==> src/rtl/imem_loader.sv <==
// imem_loader -- boot-time instruction memory writer.
//
// Receives a byte stream from the UART receiver over a valid/ready handshake.
// The stream starts with a 4-byte little-endian word count N. It is followed
// by N little-endian 32-bit words, which are written to instruction memory
// word addresses 0..N-1. The core is held in reset (cpu_hold) from power-up
// until a load completes successfully.
//
// Optional feature: define IMEM_LOADER_CHECKSUM_EN to require one trailing
// byte after the payload. That byte must equal the 8-bit sum of all payload
// bytes; a match ends in DONE and a mismatch ends in ERR.
//
// Ports:
//   clk, rst             clock and synchronous active-high reset
//   start                one-cycle load request (honoured in IDLE/DONE/ERR)
//   rx_data/rx_valid     byte stream from the UART receiver
//   rx_ready             byte accepted when rx_valid && rx_ready
//   mem_we/addr/wdata    registered instruction memory write port
//                        (mem_addr is a word index)
//   busy                 load in progress (LEN, DATA, CHK)
//   done, error          sticky completion / abort flags
//   cpu_hold             core reset request
module imem_loader #(
  parameter int DEPTH = 64
) (
  input  logic        clk,
  input  logic        rst,
  input  logic        start,
  input  logic [7:0]  rx_data,
  input  logic        rx_valid,
  output logic        rx_ready,
  output logic        mem_we,
  output logic [31:0] mem_addr,
  output logic [31:0] mem_wdata,
  output logic        busy,
  output logic        done,
  output logic        error,
  output logic        cpu_hold
);

  localparam logic [2:0] S_IDLE = 3'd0;
  localparam logic [2:0] S_LEN  = 3'd1;
  localparam logic [2:0] S_DATA = 3'd2;
`ifdef IMEM_LOADER_CHECKSUM_EN
  localparam logic [2:0] S_CHK  = 3'd3;
`endif
  localparam logic [2:0] S_DONE = 3'd4;
  localparam logic [2:0] S_ERR  = 3'd5;

  localparam logic [31:0] DEPTH_W = 32'(DEPTH);

  logic [2:0]  state_q,     state_d;
  logic [1:0]  byte_cnt_q,  byte_cnt_d;
  logic [31:0] word_cnt_q,  word_cnt_d;
  logic [31:0] len_q,       len_d;
  // Holds the first three bytes of the current word; the fourth byte is
  // taken straight from rx_data when the word is completed.
  logic [23:0] shift_q,     shift_d;
  logic        mem_we_q,    mem_we_d;
  logic [31:0] mem_addr_q,  mem_addr_d;
  logic [31:0] mem_wdata_q, mem_wdata_d;
  logic        done_q,      done_d;
  logic        error_q,     error_d;
  logic        cpu_hold_q,  cpu_hold_d;
`ifdef IMEM_LOADER_CHECKSUM_EN
  logic [7:0]  csum_q,      csum_d;
`endif

  logic        accept;
  logic [31:0] word_full;

`ifdef IMEM_LOADER_CHECKSUM_EN
  assign rx_ready = (state_q == S_LEN) || (state_q == S_DATA) || (state_q == S_CHK);
`else
  assign rx_ready = (state_q == S_LEN) || (state_q == S_DATA);
`endif
  assign busy      = rx_ready;
  assign accept    = rx_valid && rx_ready;
  assign word_full = {rx_data, shift_q};

  assign mem_we    = mem_we_q;
  assign mem_addr  = mem_addr_q;
  assign mem_wdata = mem_wdata_q;
  assign done      = done_q;
  assign error     = error_q;
  assign cpu_hold  = cpu_hold_q;

  always_comb begin
    state_d     = state_q;
    byte_cnt_d  = byte_cnt_q;
    word_cnt_d  = word_cnt_q;
    len_d       = len_q;
    shift_d     = shift_q;
    mem_we_d    = 1'b0;
    mem_addr_d  = mem_addr_q;
    mem_wdata_d = mem_wdata_q;
    done_d      = done_q;
    error_d     = error_q;
    cpu_hold_d  = cpu_hold_q;
`ifdef IMEM_LOADER_CHECKSUM_EN
    csum_d      = csum_q;
`endif

    case (state_q)
      S_LEN: begin
        if (accept) begin
          shift_d    = {rx_data, shift_q[23:8]};
          byte_cnt_d = byte_cnt_q + 2'd1;
          if (byte_cnt_q == 2'd3) begin
            len_d = word_full;
            if ((word_full == 32'd0) || (word_full > DEPTH_W)) begin
              state_d = S_ERR;
              error_d = 1'b1;
            end else begin
              state_d = S_DATA;
            end
          end
        end
      end

      S_DATA: begin
        if (accept) begin
          shift_d    = {rx_data, shift_q[23:8]};
          byte_cnt_d = byte_cnt_q + 2'd1;
`ifdef IMEM_LOADER_CHECKSUM_EN
          csum_d     = csum_q + rx_data;
`endif
          if (byte_cnt_q == 2'd3) begin
            mem_we_d    = 1'b1;
            mem_addr_d  = word_cnt_q;
            mem_wdata_d = word_full;
            word_cnt_d  = word_cnt_q + 32'd1;
            // Leaving DATA on the last word keeps the index within 0..N-1.
            if (word_cnt_q == len_q - 32'd1) begin
`ifdef IMEM_LOADER_CHECKSUM_EN
              state_d = S_CHK;
`else
              state_d    = S_DONE;
              done_d     = 1'b1;
              cpu_hold_d = 1'b0;
`endif
            end
          end
        end
      end

`ifdef IMEM_LOADER_CHECKSUM_EN
      S_CHK: begin
        if (accept) begin
          if (rx_data == csum_q) begin
            state_d    = S_DONE;
            done_d     = 1'b1;
            cpu_hold_d = 1'b0;
          end else begin
            state_d = S_ERR;
            error_d = 1'b1;
          end
        end
      end
`endif

      // IDLE, DONE, ERR (and any unused encoding) wait for start.
      default: begin
        if (start) begin
          state_d    = S_LEN;
          done_d     = 1'b0;
          error_d    = 1'b0;
          byte_cnt_d = 2'd0;
          word_cnt_d = 32'd0;
          cpu_hold_d = 1'b1;
`ifdef IMEM_LOADER_CHECKSUM_EN
          csum_d     = 8'd0;
`endif
        end
      end
    endcase
  end

  always_ff @(posedge clk) begin
    if (rst) begin
      state_q     <= S_IDLE;
      byte_cnt_q  <= 2'd0;
      word_cnt_q  <= 32'd0;
      len_q       <= 32'd0;
      shift_q     <= 24'd0;
      mem_we_q    <= 1'b0;
      mem_addr_q  <= 32'd0;
      mem_wdata_q <= 32'd0;
      done_q      <= 1'b0;
      error_q     <= 1'b0;
      cpu_hold_q  <= 1'b1;
`ifdef IMEM_LOADER_CHECKSUM_EN
      csum_q      <= 8'd0;
`endif
    end else begin
      state_q     <= state_d;
      byte_cnt_q  <= byte_cnt_d;
      word_cnt_q  <= word_cnt_d;
      len_q       <= len_d;
      shift_q     <= shift_d;
      mem_we_q    <= mem_we_d;
      mem_addr_q  <= mem_addr_d;
      mem_wdata_q <= mem_wdata_d;
      done_q      <= done_d;
      error_q     <= error_d;
      cpu_hold_q  <= cpu_hold_d;
`ifdef IMEM_LOADER_CHECKSUM_EN
      csum_q      <= csum_d;
`endif
    end
  end

endmodule

==> config.mk <==
export PLATFORM = sky130hd
export DESIGN_NAME = imem_loader
export DESIGN_NICKNAME = d
export VERILOG_FILES = /design/src/rtl/imem_loader.sv
export SDC_FILE = /design/constraint.sdc
export NUM_CORES = 1
export LEC_CHECK = 0
export ABC_AREA = 1
export CELL_PAD_IN_SITES_DETAIL_PLACEMENT = 2
export CELL_PAD_IN_SITES_GLOBAL_PLACEMENT = 2
export CORE_ASPECT_RATIO = 1.5
export CORE_MARGIN = 4
export CORE_UTILIZATION = 32
export DETAILED_ROUTE_END_ITERATION = 7
export GPL_TIMING_DRIVEN = 0
export PLACE_DENSITY = 0.77
export SLEW_MARGIN = 10
export SYNTH_ARGS = -nofsm -noshare
export SYNTH_HDL_FRONTEND = slang
export SYNTH_SLANG_ARGS = --single-unit
==> constraint.sdc <==
create_clock -name clk -period 2.2 [get_ports clk]
set_input_delay 0.44 -clock clk [delete_from_list [all_inputs] [get_ports clk]]
set_output_delay 0.44 -clock clk [all_outputs]
set_load 0.02 [all_outputs]
==> results.yml, run 1 <==
finish:
  syn2layout_area_growth_pct: 30.18
  final_nets: 1229
  antenna_cells: 0
  design_area_um2: 9925
  drive_gt1_frac: 0.1275
  finalNonFillerCells: 1539
run_status:
  status: "finished with violations"
  violations: "negative setup slack"
power:
  p_leak_nw: 4.084
  switching_share: 0.3052
  power_frac_seq: 0.420
  combPwrFrac: 0.186
  p_int_mw: 5.384
  p_sw_mw: 2.365
  peakVddDrop_mv: 0.5484
  powerDensity_nw_per_um2: 780.9
  p_total_mw: 7.750
  power.clock.fraction: 0.394
setup_path:
  cp_slowest_cell: "dfxtp_4"
  startpoint_type: "flip-flop"
  cp_cell_sequence: "inv_4 -> buf_6 -> buf_6 -> nand2_4 -> nor2_4 -> nand2_2 -> nor2_2 -> xor2_1 -> nand3_1 -> nor3_4 -> nand2_2 -> nand2_4 -> nand2_2 -> nand2_1 -> nand2_1"
  crit_fanout: 6
  required_ns: 2.50
  cpPeakStageDelay_ns: 0.36
  crit_path_frequent_cell: "nand2_2"
  cp-end-kind: "flip-flop"
  crit_type: "reg -> reg"
  cp.arrival_ns: 2.62
clocking:
  clkTransAtPathRegs_ns: 0.06
  clock_latency_ns: 0.44
  htree_levels: 4
  clock_path_buffers: 2
  cts_buffers: 17
  cts-root-buf: "clkbuf_16"
  numClockSinks: 161
  postCtsHoldBufs: 0
  cts_tree: "built"
timing:
  hold_violations: 0
  rsz0062_at_grt: "yes"
  maxSlewViolCount: 0
  fmax_mhz: 430.8
  worst_slack_ns: -0.1211
  tightest_slew_ns: 0.6484
  fin_crit_ns: 2.321
  setup_viol: 5
  min_period_over_period: 1.055
  finClkSkew_ns: 0.01040
  relSlewSlack: 0.5677
  tns_ns: -0.4423
synthesis:
  yosys.area.top_type_share: 0.4228
  ys_types: 35
  synth.cell_area_um2: 7624
  postSynthCellCount: 1099
  synth_fp_nets: 1114
  synth.area.top_cells: "dfxtp_1, nand2_1, a21oi_1"
  yosys_warnings: 0
  synth_top_area_cell: "dfxtp_1"
  postSynthAreaPerCell_um2: 6.937
  synth-seq-cells: 161
  synth_commonest_cells: "nand2_1, dfxtp_1, a21oi_1, nor2_1, inv_1"
  synth-edff-count: 0
  async_reset_ff_frac: 0
  yosysMostFrequentCell: "nand2_1"
  ys.flop_type: "dfxtp_1"
  synth-seq-area-share: 0.4228
floorplan:
  core_area_um2: 23230
  ios: 82
  die_h_um: 197.0
  die_area_um2: 26410
  rows: 68
  dieWidth_um: 134.0
  initial_utilization: 0.3282
route:
  via_count: 8008
  drt_first_pass_iters: 4
  detail_route.wl_per_cell_um: 21.33
  wirelength_um: 32830
  dr.first_iter.drc_count: 268
  final_antenna_net_count: 0
  viasPerCell: 5.203
  drc: 0
place:
  dpl_cell_area_um2: 8828
  gp_congestion: 0.8539
  dp.cells: 1495
  dp_hpwl_um: 24950
  io_buffers: 81
job:
  cap_violations: 0
worst_hold_path:
  hold_path_class: "reg -> reg"
global_route:
  track_usage: 0.2456
  grt_pass1_wl_um: 49850
  grt_max_degree: 17
  grt_pass1_vias: 8664
  grt_overflow: 0
  antenna_found_initial: 0
==> worst max-delay path, delay by kind of cell (launching register included) <==
kind,cells,cell delay (ns)
simple gates,11,1.39
flops,1,0.36
buf+inv,3,0.26
xor+xnor,1,0.17
==> final cells by class <==
class,count,area (um2)
Fill cell,2777,13300
Multi-Input combinational cell,777,4091
Sequential cell,161,3236
Timing Repair Buffer,104,1012
Clock buffer,24,481.7
Inverter,111,432.9
Tap cell,315,394.1
Buffer,42,172.7
Clock inverter,5,103.9
==> power by group through the flow <==
stage | combinational (mW) | clock [mW] | sequential, mW
finish | 1.44 | 3.05 | 3.25
global route | 1.56 | 3.24 | 3.27
CTS | 1.37 | 3.10 | 3.24
detailed placement | 1.35 | 0 | 3.30
global placement | 1.31 | 0 | 3.29
floorplan | 0.809 | 0 | 3.26
==> flip-flops by register name (all words and copies together) (netlist names) <==
register / flops
mem_wdata: 32
done: 1
cpu_hold: 1
shift_q: 24
word_cnt_q: 32
mem_we: 1
mem_addr: 32
error: 1
byte_cnt_q: 2
len_q: 32
state_q: 3
==> final timing paths <==
check | startpoint | to | slack, ns | cells after the start
setup / recovery | len_q[0] | cpu_hold | -0.12 | 15
hold / removal | done | done | 0.46 | 2
setup reg to reg | len_q[0] | cpu_hold | -0.12 | 15
hold reg to reg | done | done | 0.46 | 2
==> layout by cell type (no fill, tap or decap), types with 3 or more instances in the layout <==
cell / instances
a211oi_1: 5
a21oi_1: 148
buf_1: 5
buf_4: 18
buf_6: 5
bufinv_16: 3
clkbuf_1: 31
clkbuf_16: 17
clkbuf_2: 9
clkbuf_8: 3
clkdlybuf4s50_1: 79
clkinv_1: 4
dfxtp_1: 155
dfxtp_2: 4
inv_1: 96
inv_2: 7
nand2_1: 226
nand2_2: 13
nand2_4: 10
nand3_1: 29
nand3_2: 10
nand3_4: 3
nand3b_1: 4
nand4_1: 22
nor2_1: 105
nor2_2: 17
nor2_4: 13
nor3_1: 13
nor3_2: 6
nor3_4: 4
o21ai_0: 88
o21ai_1: 8
o21bai_1: 3
xnor2_1: 12
xor2_1: 28
==> cells by family (layout without fill, tap and decap cells) <==
family / count (synthesis) / count (layout) / share of synthesized area
buf+inv: 161 / 286 / 0.08075
fa+ha+maj: 3 / 3 / 0.004924
simple gates: 479 / 479 / 0.2744
flops: 161 / 161 / 0.4228
compound gates: 255 / 255 / 0.1712
xor+xnor: 40 / 40 / 0.04595
==> repair_timing <==
item,CTS,global route
buffers inserted,12,11
gates resized for setup,45,66
pin swaps,12,25
endpoints found under the setup margin,58,26
cloned,0,0
==> per-stage QoR <==
stage / hold slack, ns / util / worst slack [ns]
after floorplan: 0.4327 / - / 0.2485
after global placement: 0.4336 / 0.3801 / -0.7605
after detailed placement: 0.4577 / 0.3801 / -0.7899
after CTS: 0.4647 / 0.4144 / -0.1193
after global routing: 0.4831 / 0.4273 / -0.2327
final: 0.4598 / 0.4273 / -0.1211
==> metal layers <==
metal | GRT usage | up-vias | part of all wire
li1 | - | 3794 | -
met3 | 0.03746 | 58 | 0.035
met5 | 0 | - | 0
met4 | 0.09019 | 0 | 0.037
met1 | 0.2541 | 3992 | 0.37
met2 | 0.4907 | 164 | 0.56
Power figures use the tool's default switching activity.
==> run 2, diff against run 1 <==
--- a/config.mk
+++ b/config.mk
@@ -12,9 +12,7 @@
 export CORE_MARGIN = 4
 export CORE_UTILIZATION = 32
 export DETAILED_ROUTE_END_ITERATION = 7
-export GPL_TIMING_DRIVEN = 0
 export PLACE_DENSITY = 0.77
-export SLEW_MARGIN = 10
 export SYNTH_ARGS = -nofsm -noshare
 export SYNTH_HDL_FRONTEND = slang
 export SYNTH_SLANG_ARGS = --single-unit
==> run 2 against run 1 <==
Effect of this change:
- the run still ends with negative setup slack left
- critical path depth is 2 higher
- count of clock-buffer cells in the layout is 1 lower
- cell count grew 4.2%
- combinational power rose by 6%
- sequential share of layout area is 1.8 points lower
- via count up 3.6%
- register-to-register slack got worse by 0.06 ns
- non-clock buffer count grew 62
- clock power about the same
- routed wire length increased by 4.6%
- design area is 5.8% higher
- critical endpoint is now state_q[0]
- largest cell class unchanged
- highest routed layer unchanged
==> results.yml, run 2 (synthesized netlist as in run 1, its figures left out) <==
timing:
  hold_violations: 0
  relSlewSlack: 0.6673
  tightest_slew_ns: 0.4973
  worst_slack_ns: -0.1786
  rsz0062_at_grt: "yes"
  finClkSkew_ns: 0.009167
  min_period_over_period: 1.081
  maxSlewViolCount: 0
  fin_crit_ns: 2.379
  setup_viol: 7
  fmax_mhz: 420.4
  whs_ns: 0.4338
place:
  dp_worst_setup_slack_ns: -0.2209
  dp_hpwl_um: 24900
  gp_congestion: 0.8907
  dpl_cell_area_um2: 9555
  io_buffers: 81
setup_path:
  crit_start: "len_q[1]"
  rr_startpoint: "len_q[1]"
  cp.arrival_ns: 2.71
  rr_worst_depth: 17
  required_ns: 2.53
  reg2reg_to: "state_q[0]"
  crit_type: "reg -> reg"
  cp_slowest_cell: "dfxtp_2"
  cpPeakStageDelay_ns: 0.34
  r2r_setup_slack_ns: -0.18
  cp_cell_sequence: "inv_2 -> ha_4 -> nand2_4 -> nor2_4 -> nand2_2 -> buf_6 -> nor2_4 -> xor2_1 -> inv_1 -> nor2_1 -> nand2_1 -> nor2_1 -> nand2_2 -> nand2_4 -> nand3_2 -> nand2_2 -> nor2_1"
  crit_fanout: 6
  startpoint_type: "flip-flop"
  cp-end-kind: "flip-flop"
clocking:
  clock_latency_ns: 0.44
  clock_path_buffers: 2
  postCtsHoldBufs: 0
  cts_tree: "built"
  clkTransAtPathRegs_ns: 0.07
  cts-root-buf: "clkbuf_16"
  numClockSinks: 161
  cts_buffers: 17
  htree_levels: 4
power:
  p_leak_nw: 4.475
  peakVddDrop_mv: 0.5157
  powerDensity_nw_per_um2: 745.1
  p_total_mw: 7.824
route:
  wirelength_um: 34340
  final_antenna_net_count: 0
  viasPerCell: 5.173
  detail_route.wl_per_cell_um: 21.41
  drc: 0
  drt_first_pass_iters: 5
  dr.first_iter.drc_count: 346
  via_count: 8297
finish:
  antenna_cells: 0
  syn2layout_area_growth_pct: 37.73
  final_cell_mix: "nand2_1, dfxtp_1, a21oi_1, buf_4, nor2_1"
  drive_gt1_frac: 0.1932
  design_area_um2: 10500
  final_nets: 1291
  final_common_cell: "nand2_1"
global_route:
  grt_pass1_vias: 9139
  grt.met2_usage: 0.4873
  track_usage: 0.2570
  grt_pass1_wl_um: 52610
  grt_overflow: 0
  grt_max_degree: 46
  grt_use_met1: 0.2797
  use_met3: 0.03568
  antenna_found_initial: 0
  grt_busiest_layer: "met2"
run_status:
  violations: "negative setup slack"
  status: "finished with violations"
worst_hold_path:
  holdPathEnd: "state_q[1]"
  hold_depth: 4
  hold_path_startpoint: "rst"
  hold_path_class: "in -> reg"
floorplan:
  die_area_um2: 26410
  die_h_um: 197.0
  rows: 68
  core_area_um2: 23230
  dieWidth_um: 134.0
  initial_utilization: 0.3282
  ios: 82
job:
  cap_violations: 0
[run 2: cell types whose count changed in the layout (fill, tap and decap cells not counted), moves of 4 or more]
cell / before / now
nand2_2: 13 / 18
buf_4: 18 / 118
clkinvlp_4: 1 / 5
buf_1: 5 / 0
nor2_1: 105 / 111
clkbuf_2: 9 / 0
buf_12: 1 / 5
nand2_4: 10 / 4
clkbuf_1: 31 / 5
[run 2: report_power, final]
group	internal, mW	switching [mW]
Sequential	3.10	0.151
Combinational	0.487	1.03
Clock	1.81	1.24
[run 2: layout make-up]
class / count / area, um2
well taps: 315 / 394.1
clock inverters: 9 / 132.6
clock buffers: 23 / 457.9
fillers: 2678 / 12730
repair buffers: 208 / 1834
multi-input cells: 777 / 4025
inverters: 111 / 424.2
flip-flops and latches: 161 / 3232
[run 2: metal layers]
layer / share of wire / up-vias / routed length, um
li1: - / 3917 / -
met1: 0.39 / 4138 / 13420
met2: 0.54 / 167 / 18460
met3: 0.023 / 75 / 797
met4: 0.049 / 0 / 1666
met5: 0 / - / 0
[run 2: timing repair]
| action | CTS | global route |
|---|---|---|
| setup endpoints to repair | 10 | 44 |
| pin swaps | 7 | 22 |
| gates resized for setup | 36 | 41 |
| buffers inserted | 2 | 11 |
[run 2: how the worst max path moves through the flow]
stage,cells after the start,slack (ns),end
final,17,-0.18,state_q[0]
after CTS,17,-0.01,state_q[0]
after global placement,9,-0.21,state_q[0]
after detailed placement,9,-0.22,state_q[0]
after global routing,18,-0.30,state_q[0]
after floorplan,16,0.25,cpu_hold
[run 2: through the flow]
step | TNS (ns) | std cells | utilization
final | -0.7474 | 1604 | 0.4521
after global routing | -2.809 | 1604 | 0.4521
after detailed placement | -1.778 | 1559 | 0.4114
after floorplan | 0 | 1099 | -
after global placement | -1.052 | 1559 | 0.4114
after CTS | -0.04564 | 1593 | 0.4419
[run 2: critical path, delay by kind of cell, from the launching register on]
| kind | cells | cell delay (ns) |
|---|---|---|
| simple gates | 12 | 1.32 |
| flops | 1 | 0.34 |
| xor+xnor | 1 | 0.16 |
| fa+ha+maj | 1 | 0.16 |
| buf+inv | 3 | 0.29 |
